`src/rtl/cpu_trace_serializer_pkg.sv`:
```
// Shared constants, state encoding and helpers for the CPU trace serializer
// and the benches that drive the downstream format checker.
package cpu_trace_pkg;

    // ASCII characters used by the two trace line formats.
    localparam logic [7:0] ASC_CARET  = 8'h5e;  // ^
    localparam logic [7:0] ASC_AT     = 8'h40;  // @
    localparam logic [7:0] ASC_COLON  = 8'h3a;  // :
    localparam logic [7:0] ASC_DOLLAR = 8'h24;  // $
    localparam logic [7:0] ASC_STAR   = 8'h2a;  // *
    localparam logic [7:0] ASC_LT     = 8'h3c;  // <
    localparam logic [7:0] ASC_EQ     = 8'h3d;  // =
    localparam logic [7:0] ASC_HASH   = 8'h23;  // #
    localparam logic [7:0] ASC_SPACE  = 8'h20;
    localparam logic [7:0] ASC_ZERO   = 8'h30;  // '0'
    localparam logic [7:0] ASC_A_LC   = 8'h61;  // 'a'

    // Format codes reported by the downstream checker.
    localparam logic [1:0] FMT_REG = 2'b01;
    localparam logic [1:0] FMT_MEM = 2'b10;

    // Serializer state encoding. CARET..HASH are contiguous so that
    // char_valid reduces to a range compare.
    typedef logic [4:0] state_t;
    localparam state_t ST_IDLE  = 5'd0;
    localparam state_t ST_ERR   = 5'd1;
    localparam state_t ST_CARET = 5'd2;
    localparam state_t ST_TIME  = 5'd3;
    localparam state_t ST_AT    = 5'd4;
    localparam state_t ST_PC    = 5'd5;
    localparam state_t ST_COLON = 5'd6;
    localparam state_t ST_SP1   = 5'd7;
    localparam state_t ST_KIND  = 5'd8;
    localparam state_t ST_REG   = 5'd9;
    localparam state_t ST_ADDR  = 5'd10;
    localparam state_t ST_SP2   = 5'd11;
    localparam state_t ST_LT    = 5'd12;
    localparam state_t ST_EQ    = 5'd13;
    localparam state_t ST_SP3   = 5'd14;
    localparam state_t ST_DATA  = 5'd15;
    localparam state_t ST_HASH  = 5'd16;
    localparam state_t ST_GAP   = 5'd17;

    // Nibble to lowercase hex ASCII. Also serves decimal digits 0..9.
    function automatic logic [7:0] nib2hex(input logic [3:0] n);
        if (n < 4'd10)
            return ASC_ZERO + {4'h0, n};
        else
            return ASC_A_LC + {4'h0, n} - 8'd10;
    endfunction

    // A BCD field is acceptable to the checker when its length is 1..4
    // and every used digit is 1..9 (the checker rejects '0' here).
    function automatic logic bcd_field_ok(input logic [15:0] digits,
                                          input logic [2:0]  len);
        logic       ok;
        logic [3:0] d;
        ok = (len >= 3'd1) && (len <= 3'd4);
        for (int i = 0; i < 4; i++) begin
            d = digits[i*4 +: 4];
            if ((i < int'(len)) && ((d == 4'd0) || (d > 4'd9)))
                ok = 1'b0;
        end
        return ok;
    endfunction

endpackage

```
`src/rtl/cpu_trace_serializer_if.sv`:
```
// Request channel of the trace serializer: one trace record per
// valid/ready handshake.
interface cpu_trace_serializer_if;
    logic        req_valid;
    logic        req_ready;
    logic        req_kind;     // 0 = register record, 1 = memory record
    logic [15:0] time_digits;  // BCD, low time_len nibbles used
    logic [2:0]  time_len;
    logic [31:0] pc;
    logic [15:0] reg_digits;   // BCD, low reg_len nibbles used
    logic [2:0]  reg_len;
    logic [31:0] addr;
    logic [31:0] data;

    modport master (
        output req_valid, req_kind, time_digits, time_len, pc,
               reg_digits, reg_len, addr, data,
        input  req_ready
    );

    modport slave (
        input  req_valid, req_kind, time_digits, time_len, pc,
               reg_digits, reg_len, addr, data,
        output req_ready
    );
endinterface

```
`src/rtl/cpu_trace_serializer_charmux.sv`:
```
// Character generator: picks the digit/nibble addressed by the field index
// for the given state and turns it into an ASCII byte.
module cpu_trace_charmux
    import cpu_trace_pkg::*;
#(
    parameter logic [7:0] IDLE_CHAR = 8'h20
) (
    input  state_t      state,
    input  logic [2:0]  idx,
    input  logic        kind,
    input  logic [15:0] time_digits,
    input  logic [15:0] reg_digits,
    input  logic [31:0] pc,
    input  logic [31:0] addr,
    input  logic [31:0] data,
    output logic [7:0]  ch
);

    // Map state + index to the character shown for that cycle.
    always_comb begin
        // NOTE: a default before the case keeps every path assigned, so no latch is inferred.
        ch = IDLE_CHAR;
        case (state)
            ST_CARET: ch = ASC_CARET;
            ST_TIME:  ch = nib2hex(time_digits[{idx[1:0], 2'b00} +: 4]);
            ST_AT:    ch = ASC_AT;
            ST_PC:    ch = nib2hex(pc[{idx, 2'b00} +: 4]);
            ST_COLON: ch = ASC_COLON;
            ST_SP1:   ch = ASC_SPACE;
            ST_KIND:  ch = kind ? ASC_STAR : ASC_DOLLAR;
            ST_REG:   ch = nib2hex(reg_digits[{idx[1:0], 2'b00} +: 4]);
            ST_ADDR:  ch = nib2hex(addr[{idx, 2'b00} +: 4]);
            ST_SP2:   ch = ASC_SPACE;
            ST_LT:    ch = ASC_LT;
            ST_EQ:    ch = ASC_EQ;
            ST_SP3:   ch = ASC_SPACE;
            ST_DATA:  ch = nib2hex(data[{idx, 2'b00} +: 4]);
            ST_HASH:  ch = ASC_HASH;
            default:  ch = IDLE_CHAR;   // IDLE, ERR, GAP
        endcase
    end

endmodule

```
`src/rtl/cpu_trace_serializer.sv`:
```
// Serializes one CPU write-back/store trace record per handshake into the
// ASCII stream consumed by the output-format checker, one char per clock.
module cpu_trace_serializer
    import cpu_trace_pkg::*;
#(
    parameter logic [7:0] IDLE_CHAR  = 8'h20,
    parameter int         GAP_CYCLES = 0
) (
    input  logic                   clk,
    input  logic                   reset,
    cpu_trace_serializer_if.slave  req,
    output logic [7:0]             char,
    output logic                   char_valid,
    output logic                   err
);

    localparam logic [3:0] GAP_LAST = 4'(GAP_CYCLES - 1);

    state_t      state_q, state_d;
    logic [2:0]  idx_q, idx_d;
    logic [3:0]  gap_q, gap_d;
    logic [7:0]  char_d;
    logic        accept;
    logic        legal;

    // Captured request fields.
    logic        kind_q;
    logic [15:0] time_digits_q;
    logic [2:0]  time_len_q;
    logic [31:0] pc_q;
    logic [15:0] reg_digits_q;
    logic [2:0]  reg_len_q;
    logic [31:0] addr_q;
    logic [31:0] data_q;

    assign req.req_ready = (state_q == ST_IDLE) && !reset;
    assign accept        = req.req_valid && req.req_ready;

    // Register fields are only checked for register records.
    assign legal = bcd_field_ok(req.time_digits, req.time_len) &&
                   (req.req_kind || bcd_field_ok(req.reg_digits, req.reg_len));

    // Next state and field/gap counters.
    always_comb begin
        state_d = state_q;
        idx_d   = idx_q;
        gap_d   = gap_q;
        case (state_q)
            ST_IDLE:  if (accept) state_d = legal ? ST_CARET : ST_ERR;
            ST_ERR:   state_d = ST_IDLE;
            ST_CARET: begin
                state_d = ST_TIME;
                idx_d   = time_len_q - 3'd1;
            end
            ST_TIME: begin
                if (idx_q == 3'd0) state_d = ST_AT;
                else               idx_d   = idx_q - 3'd1;
            end
            ST_AT: begin
                state_d = ST_PC;
                idx_d   = 3'd7;
            end
            ST_PC: begin
                if (idx_q == 3'd0) state_d = ST_COLON;
                else               idx_d   = idx_q - 3'd1;
            end
            ST_COLON: state_d = ST_SP1;
            ST_SP1:   state_d = ST_KIND;
            ST_KIND: begin
                state_d = kind_q ? ST_ADDR : ST_REG;
                idx_d   = kind_q ? 3'd7 : (reg_len_q - 3'd1);
            end
            ST_REG, ST_ADDR: begin
                if (idx_q == 3'd0) state_d = ST_SP2;
                else               idx_d   = idx_q - 3'd1;
            end
            ST_SP2:   state_d = ST_LT;
            ST_LT:    state_d = ST_EQ;
            ST_EQ:    state_d = ST_SP3;
            ST_SP3: begin
                state_d = ST_DATA;
                idx_d   = 3'd7;
            end
            ST_DATA: begin
                if (idx_q == 3'd0) state_d = ST_HASH;
                else               idx_d   = idx_q - 3'd1;
            end
            ST_HASH: begin
                state_d = (GAP_CYCLES == 0) ? ST_IDLE : ST_GAP;
                gap_d   = 4'd0;
            end
            ST_GAP: begin
                if (gap_q == GAP_LAST) begin
                    state_d = ST_IDLE;
                    gap_d   = 4'd0;
                end else begin
                    gap_d = gap_q + 4'd1;
                end
            end
            default:  state_d = ST_IDLE;
        endcase
    end

    // The output byte is registered, so it is computed from the next state.
    cpu_trace_charmux #(.IDLE_CHAR(IDLE_CHAR)) u_charmux (
        .state       (state_d),
        .idx         (idx_d),
        .kind        (kind_q),
        .time_digits (time_digits_q),
        .reg_digits  (reg_digits_q),
        .pc          (pc_q),
        .addr        (addr_q),
        .data        (data_q),
        .ch          (char_d)
    );

    // Capture the request on the handshake.
    // NOTE: pure data holding registers carry no reset; they are always written before being read.
    always_ff @(posedge clk) begin
        if (accept) begin
            kind_q        <= req.req_kind;
            time_digits_q <= req.time_digits;
            time_len_q    <= req.time_len;
            pc_q          <= req.pc;
            reg_digits_q  <= req.reg_digits;
            reg_len_q     <= req.reg_len;
            addr_q        <= req.addr;
            data_q        <= req.data;
        end
    end

    // Control state and registered outputs.
    always_ff @(posedge clk) begin
        // NOTE: sequential state uses non-blocking assignments so every register samples pre-edge values.
        if (reset) begin
            state_q    <= ST_IDLE;
            idx_q      <= 3'd0;
            gap_q      <= 4'd0;
            char       <= IDLE_CHAR;
            char_valid <= 1'b0;
            err        <= 1'b0;
        end else begin
            state_q    <= state_d;
            idx_q      <= idx_d;
            gap_q      <= gap_d;
            char       <= char_d;
            char_valid <= (state_d >= ST_CARET) && (state_d <= ST_HASH);
            err        <= (state_d == ST_ERR);
        end
    end

endmodule
```
`src/flat_wrapper.sv`:
```
// flat-port wrapper written by rule: the top's interface ports become plain ports
module cpu_trace_serializer_flat import cpu_trace_pkg::*;
#(
    parameter logic [7:0] IDLE_CHAR  = 8'h20,
    parameter int         GAP_CYCLES = 0
)
  (clk, reset, char, char_valid, err, req_req_valid, req_req_kind, req_time_digits, req_time_len, req_pc, req_reg_digits, req_reg_len, req_addr, req_data, req_req_ready);
  cpu_trace_serializer_if req_i ();
  input  logic clk;
  input  logic reset;
  output logic [7:0] char;
  output logic char_valid;
  output logic err;
  input wire logic [$bits(req_i.req_valid)-1:0] req_req_valid;
  input wire logic [$bits(req_i.req_kind)-1:0] req_req_kind;
  input wire logic [$bits(req_i.time_digits)-1:0] req_time_digits;
  input wire logic [$bits(req_i.time_len)-1:0] req_time_len;
  input wire logic [$bits(req_i.pc)-1:0] req_pc;
  input wire logic [$bits(req_i.reg_digits)-1:0] req_reg_digits;
  input wire logic [$bits(req_i.reg_len)-1:0] req_reg_len;
  input wire logic [$bits(req_i.addr)-1:0] req_addr;
  input wire logic [$bits(req_i.data)-1:0] req_data;
  output wire logic [$bits(req_i.req_ready)-1:0] req_req_ready;
  assign req_i.req_valid = req_req_valid;
  assign req_i.req_kind = req_req_kind;
  assign req_i.time_digits = req_time_digits;
  assign req_i.time_len = req_time_len;
  assign req_i.pc = req_pc;
  assign req_i.reg_digits = req_reg_digits;
  assign req_i.reg_len = req_reg_len;
  assign req_i.addr = req_addr;
  assign req_i.data = req_data;
  assign req_req_ready = req_i.req_ready;
  cpu_trace_serializer #(.IDLE_CHAR(IDLE_CHAR), .GAP_CYCLES(GAP_CYCLES)) u_core (.clk(clk), .reset(reset), .req(req_i), .char(char), .char_valid(char_valid), .err(err));
endmodule
```
`config.mk`:
```
export PLATFORM = sky130hd
export DESIGN_NAME = cpu_trace_serializer_flat
export DESIGN_NICKNAME = d
export VERILOG_FILES = /design/src/rtl/cpu_trace_serializer_pkg.sv /design/src/rtl/cpu_trace_serializer_if.sv /design/src/rtl/cpu_trace_serializer_charmux.sv /design/src/rtl/cpu_trace_serializer.sv /design/src/flat_wrapper.sv
export SDC_FILE = /design/constraint.sdc
export NUM_CORES = 1
export LEC_CHECK = 0
export ABC_AREA = 1
export CAP_MARGIN = 20
export CORE_UTILIZATION = 51
export CTS_CLUSTER_DIAMETER = 30
export DETAILED_ROUTE_END_ITERATION = 10
export PLACE_DENSITY_LB_ADDON = 0.1
export SETUP_SLACK_MARGIN = 0.02
export SKIP_CTS_REPAIR_TIMING = 1
export SYNTH_ARGS = -nofsm -noshare
export SYNTH_HDL_FRONTEND = slang
export SYNTH_HIERARCHICAL = 1
export SYNTH_SLANG_ARGS = --single-unit
```
`constraint.sdc`:
```
create_clock -name clk -period 8.2 [get_ports clk]
set_input_delay 1.64 -clock clk [delete_from_list [all_inputs] [get_ports clk]]
set_output_delay 1.64 -clock clk [all_outputs]
set_load 0.02 [all_outputs]
```
==> qor.yml, run 1 <==
io_buffers: 148
critPathMaxFanout: 19
status: "completed"
nNetsFinal: 1211
cts_tree: "done"
synth_top_family_by_area: "simple AND/OR/NAND/NOR gates"
rows: 45
setup_violations: 0
start_util_pct: 52.3
period_minus_slack_ns: 5.02
finalHoldViolations: 0
routed_wl_mm: 18.1
place_ws_ns: 3.10
first_global_vias: 5900
die-area_sq_um: 16100
antenna_found_initial: 0
final_cell_mix: "nand2_1, clkdlybuf4s50_1, edfxtp_1, inv_1, nand3_1"
grt-ovfl-total: 0
crit-reg2reg-capture: "u_core/char[2]"
syn_avg_cell_area_sq_um: 8.68
dpl.hpwl_mm: 12.5
drt.antenna.violating_nets: 0
drc: 0
grt_pass1_wl_mm: 29.0
grt_max_degree: 71
root_buffer: "clkbuf_16"
synth_warnings: 6
finalSetupTns_ns: 0
area.growth.synth_to_final_pct: 27.7
cp_data_arrival_time_ns: 3.38
ys_ff_latch: 157
start_kind: "input port"
drive_gt1_share_pct: 6.33
synth_top_area_cell: "edfxtp_1"
final_common_cell: "nand2_1"
syn_inst: 919
chipWidth_microns: 127
fin_ws_ns: 3.18
finClkSkew_ns: 0.0103
synth_area_sq_um: 7980
rsz0062_at_grt: "false"
regToRegSetupSlack_ns: 4.28
yosys.area_share.simple_pct: 26.9
period_share_pct: 61.2
vdd_drop_max_mv: 0.146
drv_cap: 0
end_kind: "primary output"
vias: 6382
crit_type: "input port to primary output"
post_drt_wl_per_cell_microns: 14.0
htreeDepth: 4
drv_slew: 0
core_sq_um: 15300
synth_area_leaders: "edfxtp_1, nand2_1, nand3_1, inv_1, dfxtp_1"
slew_headroom_pct: 43.1
seq_area_frac_synth_pct: 56.4
clk_transition_reported_paths_ns: 0.06
min-delay-start: "u_core/gap_q[1]"
n_antenna_cell: 0
fp.dieH_microns: 127
drtPass1Iterations: 4
synthXorXnorAreaFrac_pct: 0.220
grt_usage_pct: 23.6
p_leak_uw: 0.00440
fillers: 1249
worstMarginPinSlew_ns: 0.853
cts_buffer_depth: 2
hold_end: "u_core/gap_q[1]"
synthMuxAreaShare_pct: 0
viasPerCell: 4.96
drt_iter0_drc: 346
crit-reg2reg-launch: "u_core/state_q[2]"
worstSkewPairLatency_ns: 0.43
crit_required_ns: 6.56
synth_top_area_share_pct: 50.8
place.gp.congestion: 0.874
cts_sinks: 157
fmax_mhz: 199
power_density_nw_per_um2: 190
synth_compound_gate_area_share_pct: 6.01
hold_class: "flip-flop to flip-flop"
ff2ff_path_depth: 25
synth_cell_type_count: 40
io_pins: 149
cts_buffers: 17
hold_depth: 2
yosys.area_share.adder_pct: 1.57
synth_fp_nets: 1067
[per-layer routing]
layer  part of all wire (%)  vias up  GRT usage (%)  wire length (microns)
met4                    1.0        0           7.35                    189
met1                     45     2892           31.0                   8080
li1                       -     3278              -                      -
met3                    6.2       12           5.11                   1120
met5                      0        -              0                      0
met2                     48      200           39.4                   8680
[worst max-delay path by stage]
| stage | start | to | slack (ns) | cells after the start |
|---|---|---|---|---|
| final | reset | req_req_ready | 3.18 | 3 |
| after global routing | reset | req_req_ready | 3.06 | 3 |
| after CTS | reset | req_req_ready | 3.14 | 3 |
| after detailed placement | reset | u_core/char[4] | 3.10 | 19 |
| after global placement | reset | req_req_ready | 3.15 | 3 |
| after floorplan | reset | u_core/char[4] | 2.01 | 19 |
[worst max-delay path: stages]
cell and delay [ns]:
clkdlybuf4s50_1 0.76, nor3_1 0.34, clkdlybuf4s50_1 0.64
[logic make-up after synthesis]
group / Yosys count
compound gates: 82
xor+xnor: 2
fa+ha+maj: 10
buf+inv: 168
flops: 157
other cells: 1
simple gates: 499
[metrics by stage]
step,utilization (%),cells,hold slack [ns],power [uW],instance area [sq um]
6_report,66.8,1286,0.485,1930,10200
5_1_grt,66.8,1286,0.520,2000,10200
4_1_cts,66.6,1285,0.491,1940,10200
3_5_place_dp,62.7,1254,0.481,1130,9560
3_3_place_gp,62.7,1254,0.476,1130,9560
2_1_floorplan,-,919,0.460,1030,7980
[Yosys cell counts (all sizes together)]
cell type    n
o21ai       41
dfxtp       22
a221oi       1
xnor2        2
o211ai       1
a22oi        1
o22ai        1
nand3      108
nor3         8
nand4        8
ha          10
conb         1
inv        141
edfxtp     135
o41ai        1
nand3b       5
a21o         1
o2111ai      1
a31oi        1
nor2        95
nand2      272
o21bai       7
o21a         1
nor4         1
a21oi       24
buf         26
a211oi       1
clkbuf       1
or2          2
[layout make-up]
type | count | area, sq um | area share, %
clock inverters | 11 | 166 | 1.63
multi-input cells | 594 | 2770 | 27.2
well taps | 211 | 264 | 2.59
repair buffers | 152 | 1520 | 15.0
clock buffers | 20 | 437 | 4.29
flip-flops and latches | 157 | 4490 | 44.1
inverters | 141 | 532 | 5.22
[where the power goes]
part | internal [uW] | switching [uW] | leakage (uW)
Clock | 507 | 310 | 0.000290
Combinational | 94.4 | 104 | 0.00267
Sequential | 907 | 8.51 | 0.00144
[registers in the layout (all words and copies together), names as in the netlist]
name                  flops
u_core/gap_q              4
u_core/reg_digits_q      16
u_core/addr_q            32
u_core/reg_len_q          3
u_core/pc_q              32
u_core/char               8
u_core/time_len_q         3
u_core/data_q            32
u_core/char_valid         1
u_core/err                1
u_core/state_q            5
u_core/time_digits_q     16
u_core/kind_q             1
u_core/idx_q              3
Note: power is estimated with default switching activity, not from simulation.
==> run 2, diff against run 1 <==
--- a/config.mk
+++ b/config.mk
@@ -7,7 +7,7 @@
 export LEC_CHECK = 0
 export ABC_AREA = 1
 export CAP_MARGIN = 20
-export CORE_UTILIZATION = 51
+export CORE_UTILIZATION = 48
 export CTS_CLUSTER_DIAMETER = 30
 export DETAILED_ROUTE_END_ITERATION = 10
 export PLACE_DENSITY_LB_ADDON = 0.1
==> constraint.sdc (replaced) <==
create_clock -name clk -period 4.3 [get_ports clk]
set_input_delay 0.86 -clock clk [delete_from_list [all_inputs] [get_ports clk]]
set_output_delay 0.86 -clock clk [all_outputs]
set_load 0.02 [all_outputs]
==> run 2 against run 1 <==
- clock-buffer cell count fell by 2
- worst setup slack got worse by 2.3 ns
- non-clock buffer count rose by 2
- utilization down 3.3 points
- combinational power is 91% higher
- critical path type is now flip-flop to flip-flop
==> qor.yml, run 2 (synthesis results as in run 1) <==
root_buffer: "clkbuf_16"
drt_iter0_drc: 602
clk_transition_reported_paths_ns: 0.07
vdd_drop_max_mv: 0.277
slew_headroom_pct: 46.7
critPathMaxFanout: 66
n_antenna_cell: 0
drtPass1Iterations: 5
power_density_nw_per_um2: 348
area.growth.synth_to_final_pct: 27.7
finClkSkew_ns: 0.00999
hold_class: "flip-flop to flip-flop"
fmax_mhz: 290
end_kind: "flip-flop"
routed_wl_mm: 18.3
finalHoldViolations: 0
cts_sinks: 157
setup_violations: 0
post_drt_wl_per_cell_microns: 14.2
grt_pass1_wl_mm: 29.4
vias: 6428
place.gp.congestion: 0.973
start_util_pct: 49.7
drive_gt1_share_pct: 7.24
die-area_sq_um: 17100
grt_max_degree: 136
io_pins: 149
dp.cells: 1262
drv_cap: 0
chipWidth_microns: 131
htreeDepth: 4
grt-ovfl-total: 0
largest_registers: "u_core/addr_q: 32 flops, u_core/data_q: 32 flops, u_core/pc_q: 32 flops"
finalSetupTns_ns: 0
drc: 0
final_cell_mix: "nand2_1, clkdlybuf4s50_1, edfxtp_1, inv_1, nand3_1"
final_common_cell: "nand2_1"
period_share_pct: 80.2
p_leak_uw: 0.00437
rsz0062_at_grt: "false"
cts_tree: "done"
status: "completed"
core_sq_um: 16100
cp_data_arrival_time_ns: 3.81
final_cells: 1294
drt.antenna.violating_nets: 0
io_buffers: 148
cts_buffer_depth: 2
antenna_found_initial: 0
cts_buffers: 17
crit_type: "flip-flop to flip-flop"
period_minus_slack_ns: 3.45
crit_required_ns: 4.67
nNetsFinal: 1213
fp.dieH_microns: 131
start_kind: "flip-flop"
worstSkewPairLatency_ns: 0.43
drv_slew: 0
dpl.hpwl_mm: 12.6
worstMarginPinSlew_ns: 0.800
rows: 46
grt_usage_pct: 22.8
viasPerCell: 4.97
fillers: 1352
first_global_vias: 6099
[run 2: final cells by class]
cell class | instances | area, sq um | share of cell area [%]
sequential | 157 | 4490 | 44.1
clock buffer | 18 | 429 | 4.21
multi-input combinational | 594 | 2780 | 27.3
inverter | 141 | 533 | 5.23
timing repair buffer | 154 | 1550 | 15.2
clock inverter | 14 | 128 | 1.25
tap | 216 | 270 | 2.65
[run 2: critical path, stage by stage, from the launching register on]
cell,delay (ns)
dfxtp_1,0.40
inv_1,0.12
nand2_1,0.17
nand2_1,0.12
nand2_1,0.13
nand3_2,0.14
a21oi_1,0.16
nand2_1,0.08
nand3_2,0.08
buf_4,0.53
nor2_1,0.11
nor2_1,0.11
o21ai_0,0.10
nand2_1,0.08
nand2_1,0.04
nand2_1,0.13
inv_1,0.07
ha_1,0.19
nand3b_1,0.16
nand4_1,0.10
nand2_1,0.08
nand2_1,0.06
inv_1,0.04
nand2_1,0.04
inv_1,0.04
nor2_1,0.07
[run 2: routing by layer]
| metal | GRT usage (%) | vias to the layer above | routed length, microns |
|---|---|---|---|
| met4 | 7.37 | 0 | 238 |
| li1 | - | 3290 | - |
| met1 | 28.9 | 2902 | 8120 |
| met5 | 0 | - | 0 |
| met3 | 5.58 | 20 | 1160 |
| met2 | 38.6 | 216 | 8800 |
[run 2: power by group]
part | leakage, uW | internal (uW) | switching, uW | total [uW]
clock network | 0.000253 | 759 | 661 | 1420
logic | 0.00268 | 183 | 196 | 379
registers | 0.00144 | 1730 | 17.4 | 1750
total | 0.00437 | 2670 | 875 | 3550
[run 2: worst paths after layout]
path,start,endpoint,slack [ns],depth (start not counted)
hold reg to reg,u_core/gap_q[1],u_core/gap_q[1],0.50,2
hold / removal,u_core/gap_q[1],u_core/gap_q[1],0.50,2
setup / recovery,u_core/state_q[1],u_core/char[2],0.85,25
setup reg to reg,u_core/state_q[1],u_core/char[2],0.85,25
[run 2: through the flow]
step	power (uW)	instance area, sq um	setup slack (ns)	hold slack (ns)	util, %
after global placement	2150	9630	0.940	0.476	60.0
after floorplan	1970	7990	0.0275	0.460	-
after global routing	3680	10200	0.432	0.532	63.4
after detailed placement	2160	9630	0.874	0.479	60.0
final	3550	10200	0.851	0.495	63.4
after CTS	3570	10200	0.859	0.490	63.4
==> run 3, diff against run 2 <==
==> constraint.sdc (replaced) <==
create_clock -name clk -period 2.8 [get_ports clk]
set_input_delay 0.56 -clock clk [delete_from_list [all_inputs] [get_ports clk]]
set_output_delay 0.56 -clock clk [all_outputs]
set_load 0.02 [all_outputs]
==> run 3 against run 2 <==
- via count rose by 13%
- clock power rose by 64%
- critical path depth rose by 1
- register-to-register slack got worse by 1.2 ns
- the flow now finishes with violations (negative setup slack)
- highest routed layer unchanged
- non-clock buffer count rose by 128
- worst hold slack got worse by 0.0073 ns
- maximum frequency rose by 10%
- largest power group unchanged
- clock skew rose by 0.0021 ns
- sequential cell count did not move
- sequential share of layout area fell by 6.0 points
- largest cell class unchanged
- clock-buffer cell count did not move
- power rose by 63%
==> qor.yml, run 3 (synthesis results as in run 1) <==
slew_headroom_pct: 52.3
p_leak_uw: 0.00519
violations: "negative setup slack"
vias: 7264
drtPass1Iterations: 5
drc: 0
crit-reg2reg-launch: "u_core/state_q[2]"
multiInputGateArea_sq_um: 3090
largest_registers: "u_core/addr_q: 32 flops, u_core/data_q: 32 flops, u_core/pc_q: 32 flops"
holdWs_ns: 0.488
cts_tree: "done"
drt_iter0_drc: 628
finalCoreUtilization_pct: 73.5
root_buffer: "clkbuf_16"
cts_buffers: 17
status: "complete, but fails checks"
finalHoldViolations: 0
place.gp.congestion: 0.857
sw_frac_of_total_pct: 25.2
grt_max_degree: 136
fillers: 1167
period_share_pct: 112
post_drt_wl_per_cell_microns: 15.5
grt_usage_pct: 24.3
crit-reg2reg-capture: "u_core/char[4]"
regToRegSetupSlack_ns: -0.33
htreeDepth: 4
die-area_sq_um: 17100
chipWidth_microns: 131
cp_data_arrival_time_ns: 3.44
fin_ws_ns: -0.330
core_sq_um: 16100
finClkSkew_ns: 0.0120
rows: 46
hold_end: "u_core/gap_q[1]"
viasPerCell: 5.10
grt-ovfl-total: 0
period_minus_slack_ns: 3.13
worstSkewPairLatency_ns: 0.43
fmax_mhz: 320
cts_buffer_depth: 2
drt.antenna.violating_nets: 0
crit_required_ns: 3.11
hold_class: "flip-flop to flip-flop"
start_kind: "flip-flop"
min-delay-start: "u_core/gap_q[1]"
start_util_pct: 49.7
regArea_sq_um: 4510
postLayoutCellArea_sq_um: 11800
routed_wl_mm: 22.1
place_ws_ns: -0.261
n_antenna_cell: 0
nNetsFinal: 1342
grt_pass1_wl_mm: 31.2
end_kind: "flip-flop"
fp.dieH_microns: 131
crit_type: "flip-flop to flip-flop"
power_frac_seq_pct: 46.4
final_cell_mix: "nand2_1, clkdlybuf4s50_1, edfxtp_1, inv_1, buf_4"
worstMarginPinSlew_ns: 0.716
hold_depth: 2
first_global_vias: 6424
rsz0062_at_grt: "true"
power_density_nw_per_um2: 490
antenna_found_initial: 0
io_buffers: 148
critPathMaxFanout: 13
power_frac_comb_pct: 13.3
p_int_uw: 4320
area.growth.synth_to_final_pct: 48.1
pwr-share-clk_pct: 40.4
ff2ff_path_depth: 26
switching_power_uw: 1460
final_common_cell: "nand2_1"
drive_gt1_share_pct: 24.0
drv_cap: 0
placed_area_sq_um: 10500
cts_sinks: 157
io_pins: 149
finalPower_uw: 5780
vdd_drop_max_mv: 0.474
setup_violations: 6
clk_transition_reported_paths_ns: 0.07
dpl.hpwl_mm: 14.3
drv_slew: 0
## run 3: changes by cell type in the layout (fill, tap and decap cells not counted), moves of 15 or more
cell,delta
buf_4,+105
nor2_1,-15
nand3_1,-18
o21ai_0,-15
nand2_1,-17
## run 3: layout make-up
class | count | share of cell area, %
multi-input combinational | 594 | 26.1
clock inverter | 14 | 1.44
inverter | 141 | 4.66
tap | 216 | 2.29
sequential | 157 | 38.2
clock buffer | 18 | 3.63
timing repair buffer | 282 | 23.6
timing repair inverter | 1 | 0.0742
## run 3: worst max-delay path, cell delays in order (launching register included)
cell	delay, ns
dfxtp_4	0.39
buf_4	0.13
nor2_4	0.03
nand3_2	0.07
o21a_1	0.18
nand3_4	0.12
nand2_1	0.08
o2111ai_1	0.10
nor2_2	0.19
inv_2	0.07
buf_4	0.14
buf_12	0.14
nor2_2	0.12
o21ai_1	0.09
nand2_1	0.15
inv_2	0.08
ha_4	0.16
inv_2	0.05
a21oi_2	0.04
o21ai_1	0.13
nand2_1	0.09
nor2_2	0.14
nand2_1	0.06
inv_1	0.07
nand3_2	0.07
inv_2	0.06
nor2_2	0.04
## run 3: metrics by stage
step | std cells | TNS (ns)
2_1_floorplan | 919 | -56.84
5_1_grt | 1423 | -2.38
3_5_place_dp | 1363 | -1.08
4_1_cts | 1395 | -1.38
6_report | 1423 | -1.22
3_3_place_gp | 1363 | -0.899
## run 3: per-layer routing
| metal | up-vias | GRT usage [%] | share of wire [%] |
|---|---|---|---|
| met5 | - | 0 | 0 |
| met4 | 0 | 7.57 | 2.0 |
| met3 | 36 | 4.52 | 6.3 |
| met2 | 286 | 39.0 | 49 |
| met1 | 3374 | 33.4 | 42 |
| li1 | 3568 | - | - |
## run 3: worst max-delay path by stage
stage | startpoint | endpoint | slack [ns] | cells after the start
global placement | u_core/state_q[0] | u_core/char[4] | -0.24 | 23
finish | u_core/state_q[2] | u_core/char[4] | -0.33 | 26
detailed placement | u_core/state_q[2] | u_core/char[4] | -0.26 | 26
CTS | u_core/state_q[0] | u_core/char[4] | -0.35 | 23
global route | u_core/state_q[2] | u_core/char[4] | -0.55 | 26
floorplan | reset | u_core/char[4] | -1.01 | 19
## run 3: power by group through the flow
stage	registers, uW	logic [uW]	clock network, uW
2_1_floorplan	2740	287	0
3_3_place_gp	2730	663	0
3_5_place_dp	2730	671	0
4_1_cts	2680	676	2370
5_1_grt	2690	831	2460
6_report	2680	768	2330
